File: config.mk
export PLATFORM = sky130hd
export DESIGN_NAME = multi_chan_model_monitor
export DESIGN_NICKNAME = d
export VERILOG_FILES = /design/src/rtl/multi_chan_model_pkg.sv /design/src/rtl/model_event_fifo.sv /design/src/rtl/multi_chan_model_monitor.sv
export SDC_FILE = /design/constraint.sdc
export NUM_CORES = 1
export LEC_CHECK = 0
export BUFFER_PORTS_ARGS = -buffer_cell sky130_fd_sc_hd__buf_2
export CAP_MARGIN = 20
export CORE_ASPECT_RATIO = 2
export CORE_UTILIZATION = 52
export CTS_CLUSTER_DIAMETER = 50
export CTS_CLUSTER_SIZE = 28
export DETAILED_ROUTE_END_ITERATION = 6
export PLACE_DENSITY = 0.86
export SLEW_MARGIN = 20
export SYNTH_ARGS = -nofsm -noshare
export SYNTH_HDL_FRONTEND = slang
export SYNTH_HIERARCHICAL = 1
export SYNTH_SLANG_ARGS = --single-unit
File: constraint.sdc
create_clock -name clk -period 3.8 [get_ports clk]
set_input_delay 0.19 -clock clk [delete_from_list [all_inputs] [get_ports clk]]
set_output_delay 0.19 -clock clk [all_outputs]
set_load 0.02 [all_outputs]
File: src/rtl/multi_chan_model_pkg.sv
// rtl/multi_chan_model_pkg.sv - shared types and model function for the multi-channel monitor
package multi_chan_model_pkg;
  localparam int EV_NCH = 4;
  localparam int EV_W   = 8;
  localparam int EV_CW  = (EV_NCH > 1) ? $clog2(EV_NCH) : 1;

  typedef enum logic [1:0] {MODE_ID, MODE_INV, MODE_INC} mode_e;

  typedef struct packed {
    logic [EV_CW-1:0] chan;
    logic [EV_W-1:0]  data;
  } ev_t;

  function automatic logic [EV_W-1:0] model_fn(input mode_e mode, input logic [EV_W-1:0] d);
    case (mode)
      MODE_INV: return ~d;
      MODE_INC: return d + 1'b1;
      default:  return d;
    endcase
  endfunction
endpackage

File: src/rtl/model_event_fifo.sv
// rtl/model_event_fifo.sv - synchronous event FIFO with registered head and full/empty tracking
module model_event_fifo
  import multi_chan_model_pkg::*;
#(
  parameter int DEPTH = 8
) (
  input  logic clk,
  input  logic rst_n,
  input  logic wr_en,
  input  ev_t  wr_data,
  input  logic rd_en,
  output logic rd_valid,
  output ev_t  rd_data,
  output logic full
);
  localparam int AW = $clog2(DEPTH);

  ev_t           mem [DEPTH];
  logic [AW-1:0] wr_ptr, rd_ptr;
  logic [AW:0]   count;
  logic          do_rd;

  assign rd_valid = (count != '0);
  assign full     = (count == (AW+1)'(DEPTH));
  assign do_rd    = rd_en && rd_valid;
  // Gate the head so an empty queue presents all-zero outputs.
  assign rd_data  = rd_valid ? mem[rd_ptr] : '0;

  always_ff @(posedge clk or negedge rst_n) begin
    if (!rst_n) begin
      wr_ptr <= '0;
      rd_ptr <= '0;
      count  <= '0;
    end else begin
      if (wr_en) wr_ptr <= wr_ptr + 1'b1;
      if (do_rd) rd_ptr <= rd_ptr + 1'b1;
      case ({wr_en, do_rd})
        2'b10:   count <= count + 1'b1;
        2'b01:   count <= count - 1'b1;
        default: ;
      endcase
    end
  end

  always_ff @(posedge clk) begin
    if (wr_en) mem[wr_ptr] <= wr_data;
  end
endmodule

File: src/rtl/multi_chan_model_monitor.sv
// rtl/multi_chan_model_monitor.sv - per-channel model pipeline, change detect, round-robin event queue
module multi_chan_model_monitor
  import multi_chan_model_pkg::*;
#(
  parameter int NCH   = EV_NCH,
  parameter int W     = EV_W,
  parameter int LAT   = 2,
  parameter int MODE  = 0,
  parameter int DEPTH = 8,
  parameter int CNTW  = 16
) (
  input  logic                clk,
  input  logic                rst_n,
  input  logic [NCH-1:0]      in_valid,
  input  logic [NCH*W-1:0]    in_data,
  output logic [NCH-1:0]      out_valid,
  output logic [NCH*W-1:0]    out_data,
  output logic                ev_valid,
  input  logic                ev_ready,
  output logic [EV_CW-1:0]    ev_chan,
  output logic [W-1:0]        ev_data,
  output logic                ev_ovf,
  input  logic                clr_cnt,
  output logic [NCH*CNTW-1:0] chg_cnt
);
  logic [NCH-1:0]   pend, grant, overwrite;
  logic [W-1:0]     pval [NCH];
  logic [EV_CW-1:0] rr_last, gsel;
  logic             fifo_full, pop, push_ok;
  ev_t              head, push_ev;

  assign pop = ev_valid && ev_ready;

  // Search starts one past the last granted channel.
  always_comb begin
    push_ok = !fifo_full || pop;
    grant   = '0;
    gsel    = '0;
    for (int i = 0; i < NCH; i++) begin
      automatic int k = (int'(rr_last) + 1 + i) % NCH;
      if (push_ok && grant == '0 && pend[k]) begin
        grant[k] = 1'b1;
        gsel     = EV_CW'(k);
      end
    end
  end

  always_comb begin
    push_ev.chan = gsel;
    push_ev.data = pval[gsel];
  end

  model_event_fifo #(.DEPTH(DEPTH)) u_fifo (
    .clk      (clk),
    .rst_n    (rst_n),
    .wr_en    (|grant),
    .wr_data  (push_ev),
    .rd_en    (pop),
    .rd_valid (ev_valid),
    .rd_data  (head),
    .full     (fifo_full)
  );

  assign ev_chan = head.chan;
  assign ev_data = head.data;

  always_ff @(posedge clk or negedge rst_n) begin
    if (!rst_n) begin
      rr_last <= EV_CW'(NCH - 1);
      ev_ovf  <= 1'b0;
    end else begin
      if (|grant) rr_last <= gsel;
      if (clr_cnt)         ev_ovf <= 1'b0;
      else if (|overwrite) ev_ovf <= 1'b1;
    end
  end

  for (genvar c = 0; c < NCH; c++) begin : g_ch
    logic [W-1:0]    mdl, exit_d, held, pv;
    logic            exit_v, seen, ov, pd, chg;
    logic [CNTW-1:0] cnt;

    always_comb mdl = model_fn(mode_e'(MODE), in_data[c*W +: W]);

    // The final stage is the held output register, so LAT-1 stages precede it.
    if (LAT == 1) begin : g_direct
      assign exit_v = in_valid[c];
      assign exit_d = mdl;
    end else begin : g_pipe
      logic [LAT-2:0] sv;
      logic [W-1:0]   sd [LAT-1];
      always_ff @(posedge clk or negedge rst_n) begin
        if (!rst_n) begin
          sv <= '0;
          for (int k = 0; k < LAT-1; k++) sd[k] <= '0;
        end else begin
          sv[0] <= in_valid[c];
          sd[0] <= mdl;
          for (int k = 1; k < LAT-1; k++) begin
            sv[k] <= sv[k-1];
            sd[k] <= sd[k-1];
          end
        end
      end
      assign exit_v = sv[LAT-2];
      assign exit_d = sd[LAT-2];
    end

    assign chg          = exit_v && (!seen || exit_d != held);
    assign overwrite[c] = chg && pd && !grant[c];

    always_ff @(posedge clk or negedge rst_n) begin
      if (!rst_n) begin
        ov   <= 1'b0;
        held <= '0;
        seen <= 1'b0;
        pd   <= 1'b0;
        pv   <= '0;
        cnt  <= '0;
      end else begin
        ov <= exit_v;
        if (exit_v) begin
          held <= exit_d;
          seen <= 1'b1;
        end
        // A push this cycle reads the old pv, so a new change simply stays pending.
        if (chg) begin
          pd <= 1'b1;
          pv <= exit_d;
        end else if (grant[c]) begin
          pd <= 1'b0;
        end
        if (clr_cnt)               cnt <= '0;
        else if (chg && cnt != '1) cnt <= cnt + 1'b1;
      end
    end

    assign out_valid[c]             = ov;
    assign out_data[c*W +: W]       = held;
    assign pend[c]                  = pd;
    assign pval[c]                  = pv;
    assign chg_cnt[c*CNTW +: CNTW]  = cnt;
  end
endmodule

After elaboration in Yosys (flattened, before gate mapping)
Memory sizes are Yosys's and may differ from the RTL's.
Index checks and enable logic that the tools add are counted.
{"block": "classes", "n_addsub": 12, "n_lt_le_gt_ge": 9, "n_eq_ne": 11, "n_mux": 53, "n_bitwise": 8, "n_reduce_logical": 63}
{"cell": "2-to-1 mux 16 bit", "n": 8}
{"cell": "adder 16 x 1 -> 16 bit (second input constant)", "n": 4}
{"cell": "!= test 16 bit (second input constant)", "n": 4}
{"cell": "!= test 8 bit", "n": 4}
{"cell": "logical AND 1 bit", "n": 29}
{"cell": "2-to-1 mux 1 bit", "n": 24}
{"cell": "nonzero test 2 bit", "n": 10}
{"cell": "binary-select mux 8 bit (select 2 bit)", "n": 1}
{"cell": "less-than comparator 3 x 4 -> 1 bit (second input constant)", "n": 4}
{"cell": "2-to-1 mux 4 bit", "n": 4}
{"cell": "2-to-1 mux 8 bit", "n": 2}
{"cell": "greater-or-equal comparator 3 x 1 -> 1 bit (second input constant)", "n": 4}
{"cell": "zero test 4 bit", "n": 3}
{"cell": "OR 4 bit", "n": 3}
{"cell": "2-to-1 mux 10 bit", "n": 1}
{"cell": "zero test 1 bit", "n": 9}
{"cell": "binary-select mux 1 bit (select 2 bit)", "n": 4}
{"cell": "demux 1 bit (select 2 bit)", "n": 4}
{"cell": "2-to-1 mux 2 bit", "n": 4}
{"cell": "one-hot mux 4 bit (2 select lines)", "n": 1}
{"cell": "OR reduction 2 bit", "n": 4}
{"cell": "OR reduction 4 bit", "n": 2}
{"cell": "adder 3 x 1 -> 3 bit (second input constant)", "n": 2}
{"cell": "logical OR 1 bit", "n": 5}
{"cell": "11 further kinds", "n": 16}
{"block": "word_totals", "regBits": 189, "mem_bits_rw": 80, "input_bits": 40, "memories": 1}
{"name": "u_fifo.mem", "words": 8, "width": 10, "read_ports": 1, "rd_ports_with_merged_regs": 0, "write_ports": 1, "line_no": "model_event_fifo.sv:18", "text": "ev_t mem [DEPTH];"}

Depth between registers and ports, before layout
{"block": "depth", "depth_word": 25, "mapped_depth": 20, "depth_no_buf": 18}

By module
Netlist, hierarchy kept.
{"mod": "multi_chan_model_monitor", "n_inst": 1, "cells_each": 723, "area_per_inst_um2": 8334.2}
{"mod": "model_event_fifo", "n_inst": 1, "cells_each": 184, "area_per_inst_um2": 3611.0}

Least setup slack after synthesis
OpenSTA, ideal clock, no wires.
{"block": "synth_path", "path_kind": "reg2reg", "startpoint": "register rr_last[0]", "endpoint": "register u_fifo.count[3]", "arrival_ns": 4.001, "slack_ns": -0.280, "stages_incl_launch_ff": 19, "synth_period_minus_slack_ns": 4.080, "path_cell_list": "dfstp_2 buf_6 inv_1 ha_1 mux4_2 buf_6 and2_1 o21ai_1 o211ai_2 a21oi_1 a222oi_1 nor3b_2 inv_1 inv_1 ha_1 nand2b_1 or4b_1 a31oi_1 xor2_1"}
{"block": "synth_between", "elab_chain_len": 23, "elab_cells_between_ends": 66, "classes_between": "add/sub: 4; order compare: 8; eq/ne: 2; mux: 25; bitwise: 7; reduce/logical: 20"}
{"item": "start, declared", "line_no": "multi_chan_model_monitor.sv:28", "text": "logic [EV_CW-1:0] rr_last, gsel;"}
{"item": "start signal, assigned", "line_no": "multi_chan_model_monitor.sv:69", "text": "rr_last <= EV_CW'(NCH - 1);"}
{"item": "start signal, assigned", "line_no": "multi_chan_model_monitor.sv:72", "text": "if (|grant) rr_last <= gsel;"}
{"item": "adder 2 x 1 -> 2 bit (*)", "line_no": "multi_chan_model_monitor.sv:40", "text": "automatic int k = (int'(rr_last) + 1 + i) % NCH;"}
{"item": "OR reduction 2 bit (no source line)"}
{"item": "AND 1 bit (no source line)"}
{"item": "less-than comparator 3 x 4 -> 1 bit (not written as such) / greater-or-equal comparator 3 x 1 -> 1 bit (equally long branches)", "line_no": "multi_chan_model_monitor.sv:42", "text": "grant[k] = 1'b1;"}
{"item": "logical AND 1 bit (not written as such)", "line_no": "multi_chan_model_monitor.sv:42"}
{"item": "2-to-1 mux 1 bit (not written as such)", "line_no": "multi_chan_model_monitor.sv:42"}
{"item": "demux 1 bit (select 2 bit)", "line_no": "multi_chan_model_monitor.sv:42"}
{"item": "2-to-1 mux 4 bit", "line_no": "multi_chan_model_monitor.sv:41", "text": "if (push_ok && grant == '0 && pend[k]) begin"}
{"item": "(+5 left out)"}
{"item": "logical AND 1 bit (2 in a row)", "line_no": "multi_chan_model_monitor.sv:41"}
{"item": "2-to-1 mux 4 bit", "line_no": "multi_chan_model_monitor.sv:41"}
{"item": "zero test 4 bit", "line_no": "multi_chan_model_monitor.sv:41"}
{"item": "logical AND 1 bit (2 in a row)", "line_no": "multi_chan_model_monitor.sv:41"}
{"item": "2-to-1 mux 4 bit (*)", "line_no": "multi_chan_model_monitor.sv:41"}
{"item": "OR reduction 4 bit (*)", "line_no": "multi_chan_model_monitor.sv:56", "text": ".wr_en (|grant),"}
{"item": "== test 2 x 1 -> 1 bit / == test 2 bit (equally long branches)", "line_no": "model_event_fifo.sv:37", "text": "case ({wr_en, do_rd})"}
{"item": "one-hot mux 4 bit (2 select lines) / nonzero test 2 bit (equally long branches)"}
{"item": "end signal, assigned", "line_no": "model_event_fifo.sv:38", "text": "2'b10: count <= count + 1'b1;"}
{"item": "end signal, assigned", "line_no": "model_event_fifo.sv:39", "text": "2'b01: count <= count - 1'b1;"}
{"item": "end, declared", "line_no": "model_event_fifo.sv:20", "text": "logic [AW:0] count;"}
Every way passes the cells marked *; elsewhere a longest branch is shown, timed or not. The select of a mux whose other input is x is not followed.
A chain may end at the register's enable or synchronous reset.

Final worst setup path
Same ends and word-level chain as after synthesis.

==> flow_summary.toml <==
[detailed_routing]
totalWireLength_um = 28400
drtIter0Drc = 405
vias = 8054
antenna_left = 0
firstDrtPassIters = 4
vias_per_cell = 5.70
drc = 0
wl_per_cell_um = 20.1

[sta]
setup_viol = 0
relSlewSlack_pct = 32.4
worst_pin_slew_ns = 1.01
min_period_over_period_pct = 99.7
fmax_ghz = 0.264
grt_setup_unrepaired = "true"
drv_slew = 0
min_period_ns = 3.79
finClkSkew_ns = 0.0289
final_hold_viol_count = 0

[min_path]
hold_depth = 2
hold_class = "in -> reg"

[floorplanning]
start_util_pct = 52.8
io-pin-count = 152
die_y_um = 216
die_area_um2 = 23600
rows = 78
design.core.area_um2 = 22600
fp.dieW_um = 109

[cts]
max-clock-path-buffers = 3
clkLatencyLatePin_ns = 0.50
cts_buffers = 14
cts.sinks = 269
clock-root-buffer = "clkbuf_16"
tritoncts = "done"
htreeDepth = 1
path_clk_slew_ns = 0.11

[grt]
grt_max_degree = 86
groute.usage.overall_pct = 25.2
grt_overflow = 0
grt_pass1_wl_um = 45300
grt_pass1_vias = 8668
antenna_found_initial = 0

[synthesis]
synth_seq_area_share_pct = 59.7
synth_area_um2 = 11900
syn_area_per_cell_um2 = 13.2
ys_types = 67
async_flop_share_pct = 70.3
synthCells = 907
synth-warning-count = 6
synth_seq_cells = 269
synth-edff-count = 80
syn-num-nets = 964
synthFlopType = "dfrtp_1"

[cells_and_area]
drive_above_1_share_pct = 32.5
num-fill-cells = 1703
diodes = 0
nets = 1183
syn2layout_area_growth_pct = 20.1
final_util_pct = 63.4
finish.instance_area_um2 = 14300

[worst_setup_path]
r2r_cells = 15
r2r-end = "u_fifo/count[3]$_DFFE_PN0P_"
critPathKind = "reg -> reg"
crit_start = "rr_last[0]$_DFFE_PN1P_"
cp-endpoint = "u_fifo/count[3]$_DFFE_PN0P_"
arrival_ns = 4.19
critPathCaptureType = "flip-flop"
cp_max_fo = 5
r2r_setup_slack_ns = 0.01
required_ns = 4.20
r2r_start = "rr_last[0]$_DFFE_PN1P_"
critPathLaunchType = "flip-flop"

[place]
numPortBuffers = 151
gp_congestion = 0.921
post_dp_cell_area_um2 = 13300
place_hpwl_um = 20000

[pwr]
swShare_pct = 37.6
p_sw_uw = 4800
pwr-share-clk_pct = 13.1
p_int_uw = 7960
p_leak_uw = 0.00612
p_per_area_nw_per_um2 = 890
comb_power_share_pct = 47.8
p_seq_share_pct = 39.1
peakVddDrop_v = 0.000589

[run_status]
status = "finished, final reports clean"

[run]
drv_cap = 0
[worst max-delay path, cell delays in order (launching register included)]
cell        delay (ns)
dfstp_2           0.58
clkinvlp_4        0.12
ha_4              0.28
mux4_2            0.35
buf_6             0.15
o21a_4            0.23
o211ai_4          0.19
a21oi_2           0.07
a221o_1           0.35
nor3b_2           0.25
inv_2             0.09
inv_4             0.09
ha_4              0.15
or4b_4            0.48
a31oi_4           0.16
xor2_1            0.16
[cells in the mapped netlist, types with 9 or more instances]
library cell / count / area (um2)
xnor2_1: 45 / 394
dfrtp_1: 187 / 4680
mux4_2: 22 / 495
and2_1: 11 / 68.8
nor2_1: 88 / 330
ha_1: 17 / 213
mux2_2: 71 / 800
mux2i_1: 18 / 180
clkbuf_1: 29 / 109
and3_1: 18 / 113
a21oi_1: 14 / 70.1
nand2_1: 60 / 225
o21ai_0: 14 / 70.1
xor2_1: 50 / 438
a21boi_0: 16 / 120
edfxtp_1: 80 / 2400
nand3_1: 23 / 115
inv_1: 9 / 33.8
nand4_1: 17 / 106
and4_1: 11 / 96.3
[stage by stage]
| stage | instances | worst slack [ns] | total power (uW) | TNS (ns) | hold slack [ns] |
|---|---|---|---|---|---|
| 5_1_grt | 1414 | -0.192 | 13400 | -0.694 | 0.178 |
| 3_3_place_gp | 1347 | 0.0790 | 10400 | 0 | 0.296 |
| 2_1_floorplan | 907 | -0.0527 | 8710 | -0.103 | -0.106 |
| 4_1_cts | 1412 | -0.0566 | 12500 | -0.870 | 0.144 |
| 6_report | 1414 | 0.0107 | 12800 | 0 | 0.147 |
| 3_5_place_dp | 1347 | -0.0307 | 10600 | -0.0307 | 0.297 |
[metal layers]
| metal | share of wire, % | global-route usage (%) | routed length, um |
|---|---|---|---|
| met4 | 6.2 | 14.2 | 1780 |
| met3 | 4.5 | 3.34 | 1270 |
| met1 | 33 | 26.2 | 9510 |
| met5 | 0 | 0 | 0 |
| met2 | 56 | 46.9 | 15900 |
[cell usage in the layout, fill, tap and decap left out, types with 8 or more instances in the layout]
cell type	count
edfxtp_1	80
dfrtp_1	187
nor2_1	80
and2_1	10
and4_1	11
nand2_1	60
a21boi_0	15
ha_1	13
a21oi_1	12
buf_4	54
or3_1	8
dlygate4sd3_1	37
mux2_2	71
xor2_1	50
xnor2_1	45
buf_2	150
and3_1	18
clkbuf_16	15
mux2i_1	17
nand3_1	23
o21ai_0	13
nand4_1	17
o22ai_1	8
mux4_2	22
[area by class of cell]
| type | instances | area (um2) | share of cell area, % |
|---|---|---|---|
| clock buffers | 21 | 398 | 2.77 |
| clock inverters | 3 | 47.5 | 0.331 |
| inverters | 10 | 43.8 | 0.305 |
| multi-input cells | 585 | 4760 | 33.2 |
| flip-flops and latches | 269 | 7130 | 49.7 |
| well taps | 280 | 350 | 2.44 |
| repair buffers | 246 | 1610 | 11.2 |
[power groups by stage]
| stage | logic [uW] | registers (uW) | clock network (uW) |
|---|---|---|---|
| floorplan | 3830 | 4880 | 0 |
| global placement | 5450 | 4970 | 0 |
| detailed placement | 5570 | 5030 | 0 |
| CTS | 5840 | 4990 | 1710 |
| global route | 6570 | 5060 | 1800 |
| finish | 6100 | 4990 | 1670 |
[how the worst min path moves through the flow]
stage	startpoint	end
2_1_floorplan	rst_n	ev_ovf$_DFFE_PN0P_
6_report	clr_cnt	g_ch[3].cnt[0]$_DFFE_PN0P_
3_3_place_gp	rst_n	g_ch[3].ov$_DFF_PN0_
5_1_grt	clr_cnt	g_ch[2].cnt[15]$_DFFE_PN0P_
4_1_cts	clr_cnt	g_ch[3].cnt[0]$_DFFE_PN0P_
3_5_place_dp	rst_n	g_ch[3].ov$_DFF_PN0_
[cell families after synthesis]
kind of cell	after synthesis	synth area share (%)
AOI/OAI and AO/OA	102	6.33
xor gates and xnor gates	95	6.97
adders and majority gates	17	1.78
buffers and inverters	53	2.09
DFF	269	59.7
muxes	113	12.6
and+or+nand+nor	258	10.5
[sequential cells by signal, indices dropped and copies added (netlist names), 2 cells and up]
signal and cells:
g_ch.pd 4, g_ch.exit_v 4, u_fifo/mem 80, rr_last 2, g_ch.seen 4, g_ch.exit_d 32
u_fifo/wr_ptr 3, u_fifo/rd_ptr 3, g_ch.cnt 64, g_ch.pv 32, g_ch.ov 4, u_fifo/count 4
g_ch.held 32
[timing repair]
action,4_1_cts,5_1_grt
buffers inserted,4,2
hold buffers,37,0
pin swaps,8,6
hold endpoints to repair,119,0
resized for setup,12,20
setup endpoints to repair,25,129
(Power assumes the default switching activity.)
